===== src/rtl/instr_encoder_pkg.sv =====
// Shared ISA definitions for the instruction encoder and the control unit decode.
// Holds opcode constants, field bit positions and the encoder FSM state type.
package instr_encoder_pkg;

  localparam int INSTR_W = 24;

  localparam logic [3:0] OP_R   = 4'b0110;
  localparam logic [3:0] OP_I   = 4'b0001;
  localparam logic [3:0] OP_LS  = 4'b0010;
  localparam logic [3:0] OP_SS  = 4'b0011;
  localparam logic [3:0] OP_BEQ = 4'b0100;

  localparam int OP_MSB    = 23;
  localparam int OP_LSB    = 20;
  localparam int RS_MSB    = 19;
  localparam int RS_LSB    = 16;
  localparam int RT_MSB    = 15;
  localparam int RT_LSB    = 12;
  localparam int RD_MSB    = 11;
  localparam int RD_LSB    = 8;
  localparam int FUNCT_MSB = 7;
  localparam int FUNCT_LSB = 0;
  localparam int IMM_MSB   = 11;
  localparam int IMM_LSB   = 0;

  typedef enum logic [1:0] {
    S_IDLE  = 2'd0,
    S_LOAD  = 2'd1,
    S_DRAIN = 2'd2,
    S_DONE  = 2'd3
  } encState_t;

  function automatic logic isLegalOp(input logic [3:0] op);
    logic ok;
    case (op)
      OP_R, OP_I, OP_LS, OP_SS, OP_BEQ: ok = 1'b1;
      default:                          ok = 1'b0;
    endcase
    return ok;
  endfunction

endpackage


===== src/rtl/instr_encoder_pack.sv =====
// Combinational field packer: builds the 24-bit instruction word and flags
// whether the opcode is one the decoder recognises.
module instr_pack
  import instr_encoder_pkg::*;
(
  input  logic [3:0]         op,
  input  logic [3:0]         rs,
  input  logic [3:0]         rt,
  input  logic [3:0]         rd,
  input  logic [7:0]         funct,
  input  logic [11:0]        imm,
  output logic [INSTR_W-1:0] word,
  output logic               legal
);

  always_comb begin
    word                  = '0;
    legal                 = isLegalOp(op);
    word[OP_MSB:OP_LSB]   = op;
    word[RS_MSB:RS_LSB]   = rs;
    word[RT_MSB:RT_LSB]   = rt;
    // Only R-format carries rd/funct; every other format reuses those bits for imm.
    if (op == OP_R) begin
      word[RD_MSB:RD_LSB]       = rd;
      word[FUNCT_MSB:FUNCT_LSB] = funct;
    end else begin
      word[IMM_MSB:IMM_LSB] = imm;
    end
  end

endmodule


===== src/rtl/instr_encoder.sv =====
// Program loader: packs instruction fields and writes them sequentially to
// instruction memory through a one-entry output register.
//
// Handshakes: a transfer happens on a rising edge where valid and ready are both
// high; valid, once raised, holds with its payload stable until ready is seen.
module instr_encoder
  import instr_encoder_pkg::*;
#(
  parameter int ADDR_W = 8
) (
  input  logic               clk,
  input  logic               reset,
  input  logic               start,
  input  logic [ADDR_W-1:0]  base_addr,
  input  logic [ADDR_W:0]    length,
  input  logic               in_valid,
  output logic               in_ready,
  input  logic [3:0]         in_op,
  input  logic [3:0]         in_rs,
  input  logic [3:0]         in_rt,
  input  logic [3:0]         in_rd,
  input  logic [7:0]         in_funct,
  input  logic [11:0]        in_imm,
  output logic               wr_valid,
  input  logic               wr_ready,
  output logic [ADDR_W-1:0]  wr_addr,
  output logic [INSTR_W-1:0] wr_data,
  output logic               busy,
  output logic               done,
  output logic               err_illegal,
  output logic [3:0]         err_op,
  output logic [ADDR_W:0]    count,
  output logic [1:0]         dbgState
);

  localparam logic [ADDR_W-1:0] ADDR_ONE = 1;
  localparam logic [ADDR_W:0]   LEN_ONE  = 1;

  encState_t           state;
  logic [ADDR_W-1:0]   nextAddr;
  logic [ADDR_W:0]     remaining;
  logic [INSTR_W-1:0]  packedWord;
  logic                packedLegal;
  logic                accept;
  logic                wrFire;

  instr_pack uPack (
    .op    (in_op),
    .rs    (in_rs),
    .rt    (in_rt),
    .rd    (in_rd),
    .funct (in_funct),
    .imm   (in_imm),
    .word  (packedWord),
    .legal (packedLegal)
  );

  assign in_ready = (state == S_LOAD) && (!wr_valid || wr_ready);
  assign accept   = in_valid && in_ready;
  assign wrFire   = wr_valid && wr_ready;
  assign busy     = (state != S_IDLE);
  assign dbgState = state;

  always_ff @(posedge clk) begin
    if (reset) begin
      state       <= S_IDLE;
      nextAddr    <= '0;
      remaining   <= '0;
      wr_valid    <= 1'b0;
      wr_addr     <= '0;
      wr_data     <= '0;
      done        <= 1'b0;
      err_illegal <= 1'b0;
      err_op      <= '0;
      count       <= '0;
    end else begin
      done <= 1'b0;
      if (wrFire) begin
        wr_valid <= 1'b0;
        count    <= count + LEN_ONE;
      end
      case (state)
        S_IDLE: begin
          if (start) begin
            nextAddr    <= base_addr;
            remaining   <= length;
            count       <= '0;
            err_illegal <= 1'b0;
            err_op      <= '0;
            if (length == '0) begin
              state <= S_DONE;
              done  <= 1'b1;
            end else begin
              state <= S_LOAD;
            end
          end
        end
        S_LOAD: begin
          if (accept) begin
            if (packedLegal) begin
              // Loading overrides the clear above when accept and write share an edge.
              wr_valid  <= 1'b1;
              wr_addr   <= nextAddr;
              wr_data   <= packedWord;
              nextAddr  <= nextAddr + ADDR_ONE;
              remaining <= remaining - LEN_ONE;
              if (remaining == LEN_ONE) state <= S_DRAIN;
            end else begin
              err_illegal <= 1'b1;
              if (!err_illegal) err_op <= in_op;
            end
          end
        end
        S_DRAIN: begin
          if (wrFire) begin
            state <= S_DONE;
            done  <= 1'b1;
          end
        end
        S_DONE: state <= S_IDLE;
        default: state <= S_IDLE;
      endcase
    end
  end

endmodule


===== config.mk =====
export PLATFORM = sky130hd
export DESIGN_NAME = instr_encoder
export DESIGN_NICKNAME = d
export VERILOG_FILES = /design/src/rtl/instr_encoder_pkg.sv /design/src/rtl/instr_encoder_pack.sv /design/src/rtl/instr_encoder.sv
export SDC_FILE = /design/constraint.sdc
export NUM_CORES = 1
export LEC_CHECK = 0
export BUFFER_PORTS_ARGS = -buffer_cell sky130_fd_sc_hd__buf_2
export CORE_ASPECT_RATIO = 0.6
export CORE_UTILIZATION = 52
export CTS_BUF_LIST = sky130_fd_sc_hd__clkbuf_8
export DETAILED_ROUTE_END_ITERATION = 10
export PLACE_DENSITY = 0.88
export SLEW_MARGIN = 20
export SYNTH_ARGS = -nofsm -noshare
export SYNTH_HDL_FRONTEND = slang
export SYNTH_SLANG_ARGS = --single-unit

===== constraint.sdc =====
create_clock -name clk -period 2.35 [get_ports clk]
set_clock_uncertainty 0.2 [all_clocks]
set_input_delay 0.3525 -clock clk [delete_from_list [all_inputs] [get_ports clk]]
set_output_delay 0.3525 -clock clk [all_outputs]
set_load 0.005 [all_outputs]

After elaboration in Yosys (flattened, before gate mapping)
Index checks and enable logic that the tools add are counted.

storage, ports and cells
  register bits after elaboration = 67
  output and inout port bits = 52
  input bits = 58

operators by class
  muxes and demuxes = 37
  reduce and logical (&&, ||, !) cells = 15
  equal/unequal tests = 16
  add/subtract/negate cells = 3

operators with widths
  cell                                              number
  two-way mux 9 bit                                 6
  two-way mux 8 bit                                 3
  case mux 9 bit (2 select lines)                   1
  two-way mux 4 bit                                 4
  case mux 8 bit (2 select lines)                   1
  two-way mux 12 bit                                1
  two-way mux 2 bit                                 6
  inequality test 2 bit, second input constant      6
  two-way mux 1 bit                                 11
  AND reduction 5 bit                               2
  adder 9 x 1 -> 9 bit, second input constant       1
  == test 9 x 1 -> 1 bit, second input constant     1
  logical NOT 9 bit                                 1
  subtractor 9 x 1 -> 9 bit, second input constant  1
  adder 8 x 1 -> 8 bit, second input constant       1
  == test 4 x 2 -> 1 bit, second input constant     2
  == test 4 x 3 -> 1 bit, second input constant     2
  case mux 2 bit (4 select lines)                   1
  case mux 4 bit (2 select lines)                   1
  AND reduction 4 bit                               2
  OR reduction 5 bit                                1
  == test 2 bit, second input constant              2
  == test 4 x 1 -> 1 bit, second input constant     1
  case mux 1 bit (2 select lines)                   2
  8 further kinds                                   11

Logic depth before layout (Yosys ltp)
  depth in word-level cells = 6
  depth in mapped cells = 9
  depth with buffers taken out = 7

By module
A second synthesis with hierarchy kept.

unflattened totals
  cells, all modules = 411
  area, all modules = 3,382.0 sq um

by module, submodules not included
  module         seq. area each (sq um)  area each (sq um)  instances  cells each
  instr_encoder  1,341.3                 3,070.4            1          383
  instr_pack     0.0                     311.5              1          28

Least setup slack after synthesis
No wires, ideal clock.

  path type = register to register
  start point = register state[1], in the netlist dbgState[1]
  end point = register remaining[3]
  stages on the path, launching flop included = 9
  path buffers = 2
  clock period less this slack = 1.986 ns
  required time = 2.022 ns
  setup slack = 0.364 ns
  data arrival time = 1.658 ns
  path through = dfxtp_1 > inv_1 > ha_1 > buf_2 > inv_1 > clkbuf_1 > a22oi_1 > a222oi_1 > nor2_1

on the way
  cells in the longest elaborated chain, start to end = 5
  elaborated cells between the ends (all ways) = 10

RTL lines
  item                                    RTL line                                  source
  start: declaration                      instr_encoder.sv:39                       encState_t state;
  start signal: assignment                instr_encoder.sv:66                       state <= S_IDLE;
  start signal: assignment                instr_encoder.sv:91                       state <= S_DONE;
  start signal: assignment                instr_encoder.sv:94                       state <= S_LOAD;
  == test 2 x 1 -> 1 bit                  instr_encoder.sv:58, instr_encoder.sv:82
  logical AND 1 bit                       instr_encoder.sv:58                       assign in_ready = (state == S_LOAD) && (!wr_valid || wr_ready);
  logical AND 1 bit                       instr_encoder.sv:59                       assign accept = in_valid && in_ready;
  inequality test 2 bit (no source line)  --
  AND reduction 4 bit (no source line)    --
  end signal: assignment                  instr_encoder.sv:86                       remaining <= length;
  end signal: assignment                  instr_encoder.sv:106                      remaining <= remaining - LEN_ONE;
  end: declaration                        instr_encoder.sv:41                       logic [ADDR_W:0] remaining;

Several ways; a longest one is shown, not always the timed one.
A chain may end at the register's enable or synchronous reset.

Final worst setup path
  start point = register state[1], in the netlist dbgState[1]
  end point = register state[1], in the netlist dbgState[1]

on the way
  cells in the longest elaborated chain, start to end = 5
  elaborated cells between the ends (all ways) = 13

RTL lines
  item                                    RTL line
  == test 2 x 1 -> 1 bit                  instr_encoder.sv:58, instr_encoder.sv:82
  logical AND 1 bit                       instr_encoder.sv:58
  logical AND 1 bit                       instr_encoder.sv:59
  inequality test 2 bit (no source line)  --
  AND reduction 5 bit (no source line)    --

Several ways; a longest one is shown, not always the timed one.

==> reports/summary.txt <==
Fmax = 439 MHz
worst-path cell chain = inv_1 -> ha_1 -> inv_1 -> nor4_2 -> a32oi_1 -> a311oi_1
Final Non-Filler Cells = 579
H-tree depth = 3
Core Util, Final = 72.0%
top_reg_cell synth = dfxtp_1
Top-Level Pins = 110
delay-heaviest family, CP = compound AO/OA/AOI/OAI gates
layout net count = 559
Slew Limit Fails = 0
Critical Path RT = 2.39 ns
Routed Antenna Nets = 0
clock root buffer master = clkbuf_8
effective utilization at floorplan = 55.8%
num rows = 21
total clock sinks = 67
CTS tree = built
number of buffers and inverters on the critical path = 2
Final TNS setup = 0 ns
clock latency on the worst-skew pair = 0.35 ns
WP data arrival = 2.32 ns
Slew @ Worst Pin = 0.631 ns
CP Capture Type = register
total power = 4.02 mW
Setup CP Type = reg -> reg
Max-cap violations = 0
synth warn = 0
Seq/Total Area, Yosys = 41.8%
Seq cells post-synth = 67
Reg-to-Reg End = dbgState[1]$_SDFFE_PP0P_
via/cell ratio = 5.72
Worst Hold Class = in -> reg
grt total ovfl = 0
DIE AREA = 6500 um^2
critical path depth = 6
Num CTS Buffers = 9
Yosys cell types = 57
antenna cells = 0
post-synthesis cell count = 384
die width = 103 um
Port Buf Inserts = 109
initial drt markers = 343
relative slew slack = 57.5%
vias in the first global route = 3,045
Placed Cells = 561
post-route cell area = 4140 um^2
most used cell, CP = inv_1
worst-path fanout max = 7
Avg Cell Area, Syn = 8.35 um^2
RSZ-0062 raised after global routing = true
wire per inst = 15.4 um
GPL Wtd Cong = 0.939
DIE HEIGHT = 62.8 um
Area growth, synth to finish = 29.1%
layout cells sized above 1 = 31.1%
largest net degree at the start of global routing = 45
status = finished, final reports clean
clk buf depth = 2
R2R depth = 6
Worst Setup SP = dbgState[1]$_SDFFE_PP0P_
Fin Hold WS = 0.0370 ns
Mapped Area = 3210 um^2
Reg2Reg Launch Point = dbgState[1]$_SDFFE_PP0P_
Final WS setup = 0.0719 ns
Power Density = 970 nW/um^2
GR Util All Layers = 28.8%
Worst Setup Start Kind = register
FF-to-FF setup slack = 0.07 ns
commonest non-fill, non-tap cells in the layout = buf_2 (109), dfxtp_1 (67), nand2_1 (63)
post-route clock period utilization = 96.9%
Tmin final = 2.28 ns
Via Count = 3,314
syn_nets = 449
Post-CTS Hold Fix Bufs = 0
cell area after placement = 3850 um^2
Core Region = 5750 um^2
initial antenna violation count = 0
Post-DP HPWL = 6280 um
Clock Pin Slew Worst Setup and Hold Paths = 0.07 ns
number of remaining DRC errors = 0
# setup viols final = 0
Synth async-reset ratio = 0%
Worst IR Drop VDD = 564 uV
max incr delay on CP = 0.42 ns
worst slack, placed = 0.0397 ns
WL final = 8930 um
Setup crit end = dbgState[1]$_SDFFE_PP0P_
number of synthesized flops with an enable pin = 0
Fin. Hold Viols = 0
first-pass GRT wire length = 14,300 um
most common cell after layout, fill and taps aside = buf_2
slowest CP cell = nor4_2
Lkg Pwr = 1.71 nW
drt first pass iters = 5
-- how the worst min path moves through the flow --
| stage | cells past startpoint | to | slack, ns | from |
|---|---|---|---|---|
| global route | 3 | wr_data[19]$_SDFFE_PP0P_ | 0.02 | in_rs[3] |
| CTS | 3 | wr_data[17]$_SDFFE_PP0P_ | 0.02 | in_rs[1] |
| floorplan | 2 | remaining[1]$_SDFFE_PP0P_ | 0.24 | remaining[1]$_SDFFE_PP0P_ |
| global placement | 2 | wr_data[20]$_SDFFE_PP0P_ | 0.24 | wr_data[20]$_SDFFE_PP0P_ |
| detailed placement | 2 | wr_data[21]$_SDFFE_PP0P_ | 0.25 | wr_data[21]$_SDFFE_PP0P_ |
| finish | 3 | wr_data[17]$_SDFFE_PP0P_ | 0.04 | in_rs[1] |
-- cells by family (layout without fill, tap and decap cells) --
group           after synthesis  count (layout)  synth area share, %
compound gates              109             109                 23.2
xor+xnor                      7               7                 1.91
fa+ha+maj                     7               7                 2.73
buf+inv                      32             147                 4.17
flops                        67              67                 41.8
mux                          15              15                 4.68
simple gates                147             147                 21.5
-- state kept, by name, indices dropped and copies added (netlist names) --
register     cells
wr_data         24
count            9
remaining        9
nextAddr         8
wr_addr          8
err_op           4
dbgState         2
done             1
err_illegal      1
wr_valid         1
-- timing repair --
item                                    CTS  global route
endpoints found under the setup margin    0            13
resized for setup                         0             3
hold endpoints to repair                  0             0
buffers inserted                          0             2
-- layer usage --
layer	global-route usage (%)	up-vias	part of all wire [%]
li1	-	1597	-
met1	37.5	1514	44
met2	44.0	177	45
met3	10.5	26	9.2
met4	9.15	0	2.2
met5	0	-	0
-- worst register-to-register path: stages (launching register included) --
cell	delay (ns)
dfxtp_1	0.35
inv_1	0.10
ha_1	0.36
inv_1	0.22
nor4_2	0.42
a32oi_1	0.17
a311oi_1	0.35
-- power by group --
group | leakage (nW) | internal (mW) | switching [mW]
clock network | 0.135 | 0.812 | 0.441
registers | 0.543 | 1.26 | 0.127
logic | 1.03 | 0.559 | 0.816
total | 1.71 | 2.63 | 1.38
-- cells in the mapped netlist, drive strengths merged (2+ instances only) --
library cell | number | area, um^2
nor3b | 2 | 15.0
and3 | 2 | 12.5
a221oi | 2 | 17.5
ha | 7 | 87.6
a211o | 2 | 17.5
and2 | 2 | 12.5
a21boi | 2 | 15.0
a211oi | 16 | 125
nand4 | 5 | 31.3
clkbuf | 15 | 56.3
a21oi | 48 | 252
nand3 | 5 | 25.0
inv | 9 | 33.8
o21ai | 15 | 75.1
nor3 | 6 | 30.0
or3 | 5 | 31.3
o32ai | 5 | 66.3
nand2b | 9 | 56.3
a31oi | 3 | 25.0
nor2 | 33 | 131
nand2 | 63 | 236
xor2 | 5 | 43.8
or2 | 2 | 12.5
buf | 8 | 43.8
xnor2 | 2 | 17.5
dfxtp | 67 | 1340
mux2i | 15 | 150
nor4 | 5 | 31.3
nor2b | 4 | 25.0
-- layout make-up --
type,instances,area [um^2]
clock inverter,7,141
multi-input combinational,285,1740
sequential,67,1340
inverter,9,33.8
tap,80,100
timing repair buffer,122,659
clock buffer,9,124
fill,455,1610
Note: power is estimated with default switching activity, not from simulation.
